**src/rtl/div_iterative.sv**
```systemverilog
`default_nettype none
// +--------------------------------------------------------------------------+
// | div_iterative                                                            |
// | Restoring divider, one quotient bit per cycle, sign-corrected outputs.   |
// | Optional feature macro: DIV_EARLY_OUT_EN (divisor 0 / dividend<divisor). |
// | Revision: 1.0                                                            |
// +--------------------------------------------------------------------------+
module div_iterative #(
    parameter int WIDTH = 32
) (
    input  logic             clk,
    input  logic             rst,
    input  logic             div_begin,
    input  logic             div_sign,
    input  logic             div_dividend_sign,
    input  logic [WIDTH-1:0] div_dividend,
    input  logic [WIDTH-1:0] div_divisor,
    output logic [WIDTH-1:0] div_quotient,
    output logic [WIDTH-1:0] div_remainder,
    output logic             div_done,
    output logic             div_busy
);

    localparam int CW = $clog2(WIDTH + 1);

    localparam logic [1:0]    c_st_idle = 2'd0;
    localparam logic [1:0]    c_st_busy = 2'd1;
    localparam logic [1:0]    c_st_done = 2'd2;
    localparam logic [CW-1:0] c_last    = CW'(WIDTH - 1);

    logic [1:0]       r_state;
    logic [1:0]       w_next_state;
    logic [WIDTH-1:0] r_q;
    logic [WIDTH-1:0] r_p;
    logic [WIDTH-1:0] r_divisor;
    logic             r_sign_q;
    logic             r_sign_r;
    logic [CW-1:0]    r_count;

    logic [WIDTH:0]   w_shift;
    logic             w_ge;
    logic [WIDTH-1:0] w_sub;
    logic             w_early;

    // The compare runs on WIDTH+1 bits; when it succeeds the difference is
    // below the divisor, so a WIDTH-bit subtract is exact.
    assign w_shift = {r_p, r_q[WIDTH-1]};
    assign w_ge    = (w_shift >= {1'b0, r_divisor});
    assign w_sub   = w_shift[WIDTH-1:0] - r_divisor;

`ifdef DIV_EARLY_OUT_EN
    assign w_early = (div_divisor == '0) || (div_dividend < div_divisor);
`else
    assign w_early = 1'b0;
`endif

    always_ff @(posedge clk or posedge rst) begin
        if (rst) begin
            r_state <= c_st_idle;
        end else begin
            r_state <= w_next_state;
        end
    end

    always_comb begin
        w_next_state = r_state;
        case (r_state)
            c_st_idle: begin
                if (div_begin) begin
                    w_next_state = w_early ? c_st_done : c_st_busy;
                end
            end
            c_st_busy: begin
                if (!div_begin) begin
                    w_next_state = c_st_idle;
                end else if (r_count == c_last) begin
                    w_next_state = c_st_done;
                end
            end
            c_st_done: w_next_state = c_st_idle;
            default:   w_next_state = c_st_idle;
        endcase
    end

    always_ff @(posedge clk or posedge rst) begin
        if (rst) begin
            r_q       <= '0;
            r_p       <= '0;
            r_divisor <= '0;
            r_sign_q  <= 1'b0;
            r_sign_r  <= 1'b0;
            r_count   <= '0;
        end else begin
            case (r_state)
                c_st_idle: begin
                    if (div_begin) begin
                        r_divisor <= div_divisor;
                        r_sign_q  <= div_sign;
                        r_sign_r  <= div_dividend_sign;
                        r_count   <= '0;
`ifdef DIV_EARLY_OUT_EN
                        if (w_early) begin
                            r_q <= (div_divisor == '0) ? '1 : '0;
                            r_p <= div_dividend;
                        end else begin
                            r_q <= div_dividend;
                            r_p <= '0;
                        end
`else
                        r_q <= div_dividend;
                        r_p <= '0;
`endif
                    end
                end
                c_st_busy: begin
                    if (div_begin) begin
                        r_p     <= w_ge ? w_sub : w_shift[WIDTH-1:0];
                        r_q     <= {r_q[WIDTH-2:0], w_ge};
                        r_count <= r_count + 1'b1;
                    end
                end
                default: ;
            endcase
        end
    end

    assign div_quotient  = r_sign_q ? -r_q : r_q;
    assign div_remainder = r_sign_r ? -r_p : r_p;
    assign div_done      = (r_state == c_st_done);
    assign div_busy      = (r_state == c_st_busy);

endmodule
`default_nettype wire
```
**config.mk**
```make
export PLATFORM = sky130hd
export DESIGN_NAME = div_iterative
export DESIGN_NICKNAME = d
export VERILOG_FILES = /design/src/rtl/div_iterative.sv
export SDC_FILE = /design/constraint.sdc
export NUM_CORES = 1
export LEC_CHECK = 0
export BUFFER_PORTS_ARGS = -buffer_cell sky130_fd_sc_hd__buf_4
export CAP_MARGIN = 20
export CORE_UTILIZATION = 39
export DETAILED_ROUTE_END_ITERATION = 10
export SETUP_SLACK_MARGIN = 0.05
export SLEW_MARGIN = 10
export SYNTH_ARGS = -nofsm -noshare
export SYNTH_HDL_FRONTEND = slang
export SYNTH_SLANG_ARGS = --single-unit
```
**constraint.sdc**
```tcl
create_clock -name clk -period 3.7 [get_ports clk]
set_input_delay 0.74 -clock clk [delete_from_list [all_inputs] [get_ports clk]]
set_output_delay 0.74 -clock clk [all_outputs]
set_load 0.02 [all_outputs]
```
==> impl_metrics.py, run 1 <==
metrics = {
    "synthesis": {
        "postSynthCellCount": 860,
        "yosysMostFrequentCell": "nand2_1",
        "ys_ff_latch": 106,
        "synth_top_cell_area_share_pct": 35.7,
        "yosysTopAreaCell": "dfrtp_1",
        "yosysUniqueCellTypes": 59,
        "ys_warn_count": 0,
        "synthTopCellsByCount": "nand2_1 (135), dfrtp_1 (106), o21ai_0 (85)",
        "synth_nets": 965,
        "syn_area_um2": 7430,
        "postSynthAreaPerCell_um2": 8.64,
        "synth_flop_cell": "dfrtp_1",
        "synthArstFlopShare_pct": 100,
        "synth_edf_count": 0,
        "synthTopCellsByArea": "dfrtp_1 (36%), xnor2_1 (9.0%), nand2_1 (6.8%)",
        "synth_seq_area_share_pct": 35.7,
    },
    "job": {
        "drv_cap": 0,
    },
    "outcome": {
        "outcome": "finished, violations left",
        "violations": "design-rule violations",
    },
    "route": {
        "via_per_inst": 5.32,
        "ant_nets": 0,
        "drtIter0Drc": 293,
        "drt_pass1_iterations": 11,
        "drcViolationCount": 1,
        "via_count": 6592,
        "wirelength_um": 19700,
        "wire_per_inst_um": 15.9,
    },
    "global_route": {
        "grt_use_total_pct": 20.5,
        "overflow": 0,
        "antenna_found_initial": 0,
        "grt_pass1_vias": 6224,
        "grt_pass1_wl_um": 32300,
        "grt_start_max_net_pins": 79,
    },
    "floorplanning": {
        "initial_core_util_pct": 39.7,
        "rows": 50,
        "die-width_um": 140,
        "pin_count": 135,
        "die_area_um2": 19600,
        "core_area_um2": 18700,
        "dieHeight_um": 140,
    },
    "sta": {
        "relSlewSlack_pct": 29.8,
        "min_period_ps": 3620,
        "rsz0062_at_grt": "yes",
        "max_freq_mhz": 276,
        "timing.final.crit_share_pct": 97.9,
        "drv_slew": 0,
        "finalHoldViolCount": 0,
        "holdWs_ps": 495,
        "layout_setup_ws_ps": 76.1,
        "clock-skew-final_ps": 6.71,
        "fin_tns_setup_ps": 0,
        "worstMarginPinSlew_ps": 1050,
        "setup_viol": 0,
    },
    "power": {
        "p_leak_nw": 4.54,
        "swShare_pct": 35.3,
        "p_sw_mw": 1.45,
        "clkPwrFrac_pct": 27.3,
        "comb_power_share_pct": 38.6,
        "seqPwrFrac_pct": 34.1,
        "power.internal_mw": 2.66,
        "pwr_density_cell_nw_per_um2": 437,
        "ir_drop_mv": 0.239,
    },
    "setup_path": {
        "path_max_fanout": 4,
        "path_class": "register to output port",
        "crit_required_ps": 2960,
        "r2r_setup_slack_ps": 260,
        "cp-start-kind": "register",
        "end_kind": "output port",
        "worstPathArrival_ps": 2880,
    },
    "placed_design": {
        "hpwlAfterDp_um": 14000,
        "gp_congestion": 0.853,
        "place_ws_ps": 142,
        "place.port_buffers": 134,
    },
    "clock_network": {
        "cts_inserted_buffers": 9,
        "clock_latency_ps": 360,
        "h-tree-depth": 3,
        "clock_sinks": 106,
        "cts_tree": "built",
        "clockRootBuffer": "clkbuf_16",
        "cts_buffer_depth": 2,
        "path_clk_slew_ps": 70,
    },
    "worst_hold_path": {
        "hp-class": "input pin to asynchronous set/reset pin",
    },
    "layout": {
        "area_growth_syn_to_layout_pct": 26.6,
        "n_antenna_cell": 0,
        "nets": 1104,
        "drive_gt1_share_pct": 24.3,
        "utilization_pct": 50.3,
    },
}
area by class of cell:
type,instances,area [µm²]
sequential,106,2670
clock buffer,13,280
inverter,47,179
tap,234,293
timing repair buffer,176,1330
multi-input combinational,659,4590
clock inverter,3,68.8
fill,1789,9290
flip-flops by register name, summed over array words and instances, names as in the netlist:
register / flops
r_count: 6
r_divisor: 32
r_p: 32
r_q: 32
r_sign_q: 1
r_sign_r: 1
r_state: 2
power by group through the flow:
stage	clock network (mW)	registers, mW	logic (mW)
after floorplan	0	1.37	1.01
after global routing	1.20	1.42	1.73
after global placement	0	1.41	1.51
after CTS	1.15	1.39	1.56
final	1.12	1.40	1.59
after detailed placement	0	1.42	1.52
placed cells by master, fill, tap and decap left out, drive strengths merged, types with 13 or more instances in the layout:
| cell type | netlist | layout |
|---|---|---|
| dfrtp | 106 | 106 |
| mux2i | 50 | 50 |
| nor2 | 21 | 21 |
| a21oi | 24 | 24 |
| o31ai | 18 | 18 |
| a21o | 15 | 15 |
| clkbuf | 39 | 13 |
| nand2 | 135 | 135 |
| xnor2 | 76 | 76 |
| nand3 | 24 | 24 |
| buf | 9 | 176 |
| o21ai | 110 | 110 |
| inv | 47 | 47 |
| ha | 35 | 35 |
through the flow:
stage / std cells / cell area [µm²] / power [mW]
2_1_floorplan: 860 / 7430 / 2.38
3_3_place_gp: 1204 / 8730 / 2.92
3_5_place_dp: 1204 / 8730 / 2.93
4_1_cts: 1227 / 9230 / 4.10
5_1_grt: 1238 / 9410 / 4.35
6_report: 1238 / 9410 / 4.11
cells by family (layout without fill, tap and decap cells):
| family | Yosys count | count (layout) | synth area share (%) |
|---|---|---|---|
| adder cells (fa/ha/maj) | 36 | 36 | 6.16 |
| AND/OR/NAND/NOR | 250 | 250 | 15.5 |
| AO/OA/AOI/OAI | 232 | 232 | 19.8 |
| flip-flops | 106 | 106 | 35.7 |
| multiplexers | 53 | 53 | 7.19 |
| buffers and inverters | 95 | 239 | 5.23 |
| XOR/XNOR | 88 | 88 | 10.4 |
layer usage:
metal	global-route usage (%)	share of wire [%]
met2	32.7	46
met1	29.0	49
met3	2.84	4.3
met5	0	0
met4	5.67	1.2
final timing paths:
check,startpoint,depth (start not counted),end
worst max register to register,r_q[31],13,r_p[26]
worst min-delay path,rst,2,r_q[19]
worst min register to register,r_count[1],2,r_count[1]
max in group asynchronous,rst,3,r_p[4]
worst max-delay path,r_p[15],6,div_remainder[28]
min in group clk,r_count[1],2,r_count[1]
worst max-delay path: stages, from the launching register on:
cell	delay, ps
dfrtp_2	410
or4_4	540
or4_4	530
or4_4	480
o31ai_4	250
xnor2_1	150
buf_4	160
repair_timing:
item,in CTS,in global routing
endpoints found under the setup margin,8,10
pin swaps,5,8
resized for setup,23,21
hold buffers,0,0
setup buffers,7,11
(Power assumes the default switching activity.)
==> run 2, diff against run 1 <==
==> constraint.sdc (replaced) <==
create_clock -name clk -period 3.7 [get_ports clk]
set_input_delay 0.185 -clock clk [delete_from_list [all_inputs] [get_ports clk]]
set_output_delay 0.185 -clock clk [all_outputs]
set_load 0.02 [all_outputs]
==> impl_metrics.py, run 2 (synthesis results as in run 1) <==
metrics = {
    "power": {
        "swShare_pct": 37.0,
        "power.internal_mw": 2.39,
        "clkPwrFrac_pct": 23.9,
        "seqPwrFrac_pct": 37.0,
        "ir_drop_mv": 0.227,
        "p_leak_nw": 4.31,
        "p_sw_mw": 1.40,
        "pwr_density_cell_nw_per_um2": 424,
        "comb_power_share_pct": 39.1,
    },
    "placed_design": {
        "hpwlAfterDp_um": 13500,
        "placed_cells": 1193,
        "gp_congestion": 0.810,
        "place.port_buffers": 134,
    },
    "layout": {
        "nets": 1075,
        "post_layout_nonfiller_instances": 1209,
        "reg_top3": "r_divisor: 32 flops, r_p: 32 flops, r_q: 32 flops",
        "area_growth_syn_to_layout_pct": 20.4,
        "n_antenna_cell": 0,
        "layout_common_cells": "buf_4 (146), nand2_1 (135), dfrtp_1 (105)",
        "layout_commonest_cell": "buf_4",
        "drive_gt1_share_pct": 19.0,
        "fillers": 1854,
    },
    "worst_hold_path": {
        "hp-class": "input pin to register",
    },
    "route": {
        "drtIter0Drc": 328,
        "ant_nets": 0,
        "via_per_inst": 5.29,
        "drt_pass1_iterations": 5,
        "drcViolationCount": 0,
        "wirelength_um": 18500,
        "wire_per_inst_um": 15.3,
        "via_count": 6399,
    },
    "setup_path": {
        "path_buf_inv": 1,
        "path_max_fanout": 6,
        "end_kind": "output port",
        "crit_family": "simple AND/OR/NAND/NOR gates",
        "slowest_delay_ps": 610,
        "path_cells": "nor4_2 > nand4_1 > or4_1 > or4_4 > o31ai_1 > xnor2_1 > buf_4",
        "worstPathArrival_ps": 3290,
        "slowest_stage": "or4_1",
        "crit_required_ps": 3510,
        "path_class": "register to output port",
        "cp-start-kind": "register",
    },
    "floorplanning": {
        "core_area_um2": 18700,
        "dieHeight_um": 140,
        "initial_core_util_pct": 39.7,
        "die_area_um2": 19600,
        "pin_count": 135,
        "rows": 50,
        "die-width_um": 140,
    },
    "clock_network": {
        "post_cts_buffers": 0,
        "cts_tree": "built",
        "clock_latency_ps": 360,
        "clockRootBuffer": "clkbuf_16",
        "cts_buffer_depth": 2,
        "clock_sinks": 106,
        "h-tree-depth": 3,
        "cts_hold_buf": 0,
        "cts_inserted_buffers": 9,
        "path_clk_slew_ps": 80,
    },
    "global_route": {
        "grt_start_max_net_pins": 106,
        "overflow": 0,
        "grt_pass1_vias": 6038,
        "antenna_found_initial": 0,
        "grt_pass1_wl_um": 30700,
        "grt_use_total_pct": 19.5,
    },
    "sta": {
        "min_period_ps": 3470,
        "drv_slew": 0,
        "fin_tns_setup_ps": 0,
        "timing.final.crit_share_pct": 93.9,
        "setup_viol": 0,
        "relSlewSlack_pct": 29.7,
        "max_freq_mhz": 288,
        "clock-skew-final_ps": 11.7,
        "finalHoldViolCount": 0,
        "rsz0062_at_grt": "no",
        "worstMarginPinSlew_ps": 1050,
    },
    "outcome": {
        "outcome": "finished, final reports clean",
    },
    "job": {
        "drv_cap": 0,
    },
}
run 2: cell count changes in the layout (fill, tap and decap cells not counted), sizes merged:
cell      before  now
clkbuf        13   10
buf          176  147
bufinv         2    0
clkinv         1    2
clkinvlp       0    4
run 2: worst reg2reg max path: stages (launching register included):
cell,delay (ps)
dfrtp_1,410
inv_1,90
ha_1,170
inv_1,50
fa_1,390
a21o_1,190
a221o_1,340
or3_1,360
a41o_1,290
a211o_4,400
a311o_1,370
o211ai_2,80
xor2_1,150
o21ai_1,70
run 2: timing repair:
action | 4_1_cts | 5_1_grt
pin swaps | 0 | 1
gates resized for setup | 1 | 4
endpoints found under the setup margin | 1 | 4
run 2: power by group through the flow:
stage / clock network [mW] / registers, mW / logic [mW]
after CTS: 0.940 / 1.40 / 1.49
after global routing: 0.977 / 1.43 / 1.62
after global placement: 0 / 1.42 / 1.48
after floorplan: 0 / 1.37 / 1.01
final: 0.907 / 1.40 / 1.48
after detailed placement: 0 / 1.42 / 1.48
run 2: path summary, 6_finish.rpt:
path | start | endpoint | slack, ps | cells after the start
worst min register to register | r_count[1] | r_count[1] | 510 | 2
max in group asynchronous | rst | r_count[5] | 2840 | 3
worst max-delay path | r_p[8] | div_remainder[28] | 230 | 7
worst max register to register | r_q[31] | r_p[26] | 230 | 13
min in group asynchronous | rst | r_q[22] | 30 | 2
worst min-delay path | div_divisor[23] | r_divisor[23] | 20 | 3
run 2: area by class of cell:
type | count | area [µm²] | share of cell area [%]
repair buffers | 147 | 1120 | 12.5
flip-flops and latches | 106 | 2650 | 29.7
well taps | 234 | 293 | 3.27
inverters | 47 | 179 | 2.00
multi-input cells | 659 | 4430 | 49.5
clock inverters | 6 | 43.8 | 0.490
clock buffers | 10 | 229 | 2.56
run 2: metrics by stage:
step | instance area (µm²) | power, mW | hold slack (ps) | util [%] | worst slack [ps]
5_1_grt | 8950 | 4.02 | 23.2 | 47.8 | 54.4
3_3_place_gp | 8650 | 2.90 | 387 | 46.2 | 250
6_report | 8950 | 3.79 | 19.1 | 47.8 | 225
3_5_place_dp | 8650 | 2.91 | 391 | 46.2 | 192
2_1_floorplan | 7430 | 2.38 | 302 | - | 437
4_1_cts | 8930 | 3.83 | 16.9 | 47.7 | 179
run 2: metal layers:
metal	wire [µm]	part of all wire, %	up-vias	track usage [%]
met5	0	0	-	0
li1	-	-	3257	-
met3	801	4.3	14	3.66
met2	8400	45	144	31.8
met4	181	0.98	0	4.05
met1	9130	49	2984	26.8
==> run 3, diff against run 2 <==
--- a/config.mk
+++ b/config.mk
@@ -9,6 +9,8 @@
 export CAP_MARGIN = 20
 export CORE_UTILIZATION = 39
 export DETAILED_ROUTE_END_ITERATION = 10
+export PLACE_DENSITY = 0.66
+export REMOVE_ABC_BUFFERS = 1
 export SETUP_SLACK_MARGIN = 0.05
 export SLEW_MARGIN = 10
 export SYNTH_ARGS = -nofsm -noshare
==> impl_metrics.py, run 3 (synthesis results as in run 1) <==
metrics = {
    "placed_design": {
        "placed_cells": 1198,
        "hpwlAfterDp_um": 13900,
        "place_ws_ps": 188,
        "place.port_buffers": 134,
        "gp_congestion": 0.865,
    },
    "clock_network": {
        "clockRootBuffer": "clkbuf_16",
        "cts_hold_buf": 0,
        "clock_latency_ps": 360,
        "cts_buffer_depth": 2,
        "h-tree-depth": 3,
        "path_clk_slew_ps": 80,
        "cts_inserted_buffers": 9,
        "cts_tree": "built",
        "clock_sinks": 106,
    },
    "worst_hold_path": {
        "hp-class": "input pin to asynchronous set/reset pin",
    },
    "global_route": {
        "antenna_found_initial": 0,
        "overflow": 0,
        "grt_start_max_net_pins": 106,
        "grt_use_total_pct": 20.2,
        "grt_pass1_wl_um": 31900,
        "grt_pass1_vias": 6239,
    },
    "setup_path": {
        "worstPathArrival_ps": 3730,
        "endpoint": "r_p[26]",
        "timing.rr.end": "r_p[26]",
        "crit_family": "compound AO/OA/AOI/OAI gates",
        "path_max_fanout": 6,
        "reg2reg_from": "r_q[31]",
        "path_class": "register to register",
        "crit_required_ps": 3940,
        "critPathMostFrequentCell": "inv_1",
        "path_buf_inv": 2,
        "path_cells": "inv_1 > ha_1 > inv_1 > fa_1 > a21o_1 > a221o_1 > or3_1 > a41o_1 > a211o_4 > a311o_1 > o211ai_2 > xor2_1 > o21ai_1",
        "r2r_cells": 13,
        "cp.depth": 13,
        "cp-start-kind": "register",
        "slowest_stage": "dfrtp_1",
        "slowest_delay_ps": 420,
        "r2r_setup_slack_ps": 210,
        "crit_path_start": "r_q[31]",
        "end_kind": "register",
    },
    "sta": {
        "setup_viol": 0,
        "min_period_ps": 3490,
        "timing.final.crit_share_pct": 94.3,
        "layout_setup_ws_ps": 211,
        "rsz0062_at_grt": "no",
        "max_freq_mhz": 287,
        "relSlewSlack_pct": 31.3,
        "holdWs_ps": -20.8,
        "clock-skew-final_ps": 8.74,
        "worstMarginPinSlew_ps": 1030,
        "finalHoldViolCount": 33,
        "drv_slew": 0,
    },
    "route": {
        "ant_nets": 0,
        "drt_pass1_iterations": 4,
        "via_count": 6528,
        "wire_per_inst_um": 15.9,
        "via_per_inst": 5.38,
        "wirelength_um": 19300,
        "drcViolationCount": 0,
        "drtIter0Drc": 304,
    },
    "floorplanning": {
        "pin_count": 135,
        "core_area_um2": 18700,
        "initial_core_util_pct": 39.7,
        "dieHeight_um": 140,
        "rows": 50,
        "die_area_um2": 19600,
        "die-width_um": 140,
    },
    "power": {
        "ir_drop_mv": 0.246,
        "p_leak_nw": 4.38,
        "pwr_density_cell_nw_per_um2": 448,
    },
    "layout": {
        "layout_common_cells": "buf_4 (152), nand2_1 (135), dfrtp_1 (105)",
        "area_growth_syn_to_layout_pct": 21.6,
        "layout_commonest_cell": "buf_4",
        "n_antenna_cell": 0,
        "utilization_pct": 48.3,
        "post_layout_nonfiller_instances": 1214,
        "reg_top3": "r_divisor: 32 flops, r_p: 32 flops, r_q: 32 flops",
        "nets": 1081,
        "drive_gt1_share_pct": 19.2,
    },
    "outcome": {
        "outcome": "finished, violations left",
        "violations": "negative hold slack",
    },
    "job": {
        "drv_cap": 0,
    },
}
## run 3: power by group
group          total [mW]  switching (mW)  internal (mW)  leakage, nW
Sequential           1.40           0.129           1.27         1.37
Clock                1.13           0.469          0.662        0.162
Combinational        1.52           0.843          0.675         2.85
## run 3: worst min-delay path by stage
stage / cells past startpoint / to / startpoint
after detailed placement: 2 / r_q[21] / rst
final: 2 / r_q[16] / rst
after CTS: 2 / r_q[16] / rst
after global placement: 2 / r_q[19] / rst
after floorplan: 2 / r_divisor[10] / div_divisor[10]
after global routing: 3 / r_divisor[20] / div_divisor[20]
## run 3: final cells by class
type / instances / area (µm²)
clock buffer: 9 / 225
inverter: 47 / 179
multi-input combinational: 659 / 4420
tap: 234 / 293
fill: 1793 / 9670
sequential: 106 / 2650
timing repair buffer: 153 / 1160
clock inverter: 6 / 115
## run 3: timing repair
item                                    in CTS  in global routing
gates resized for setup                      0                  2
buffers inserted                             0                  0
endpoints found under the setup margin       0                  1
## run 3: per-stage QoR
step | power [mW] | area, µm² | setup TNS (ps)
after floorplan | 2.36 | 7220 | -22820
after global placement | 2.92 | 8670 | 0
after detailed placement | 2.93 | 8670 | 0
after CTS | 4.07 | 9010 | 0
after global routing | 4.27 | 9040 | 0
final | 4.05 | 9040 | 0
## run 3: per-layer routing
layer / GRT usage (%) / vias to the layer above / part of all wire (%)
met1: 28.8 / 3104 / 50
met5: 0 / - / 0
met2: 32.2 / 136 / 45
met3: 2.63 / 14 / 3.8
li1: - / 3274 / -
met4: 5.84 / 0 / 1.1
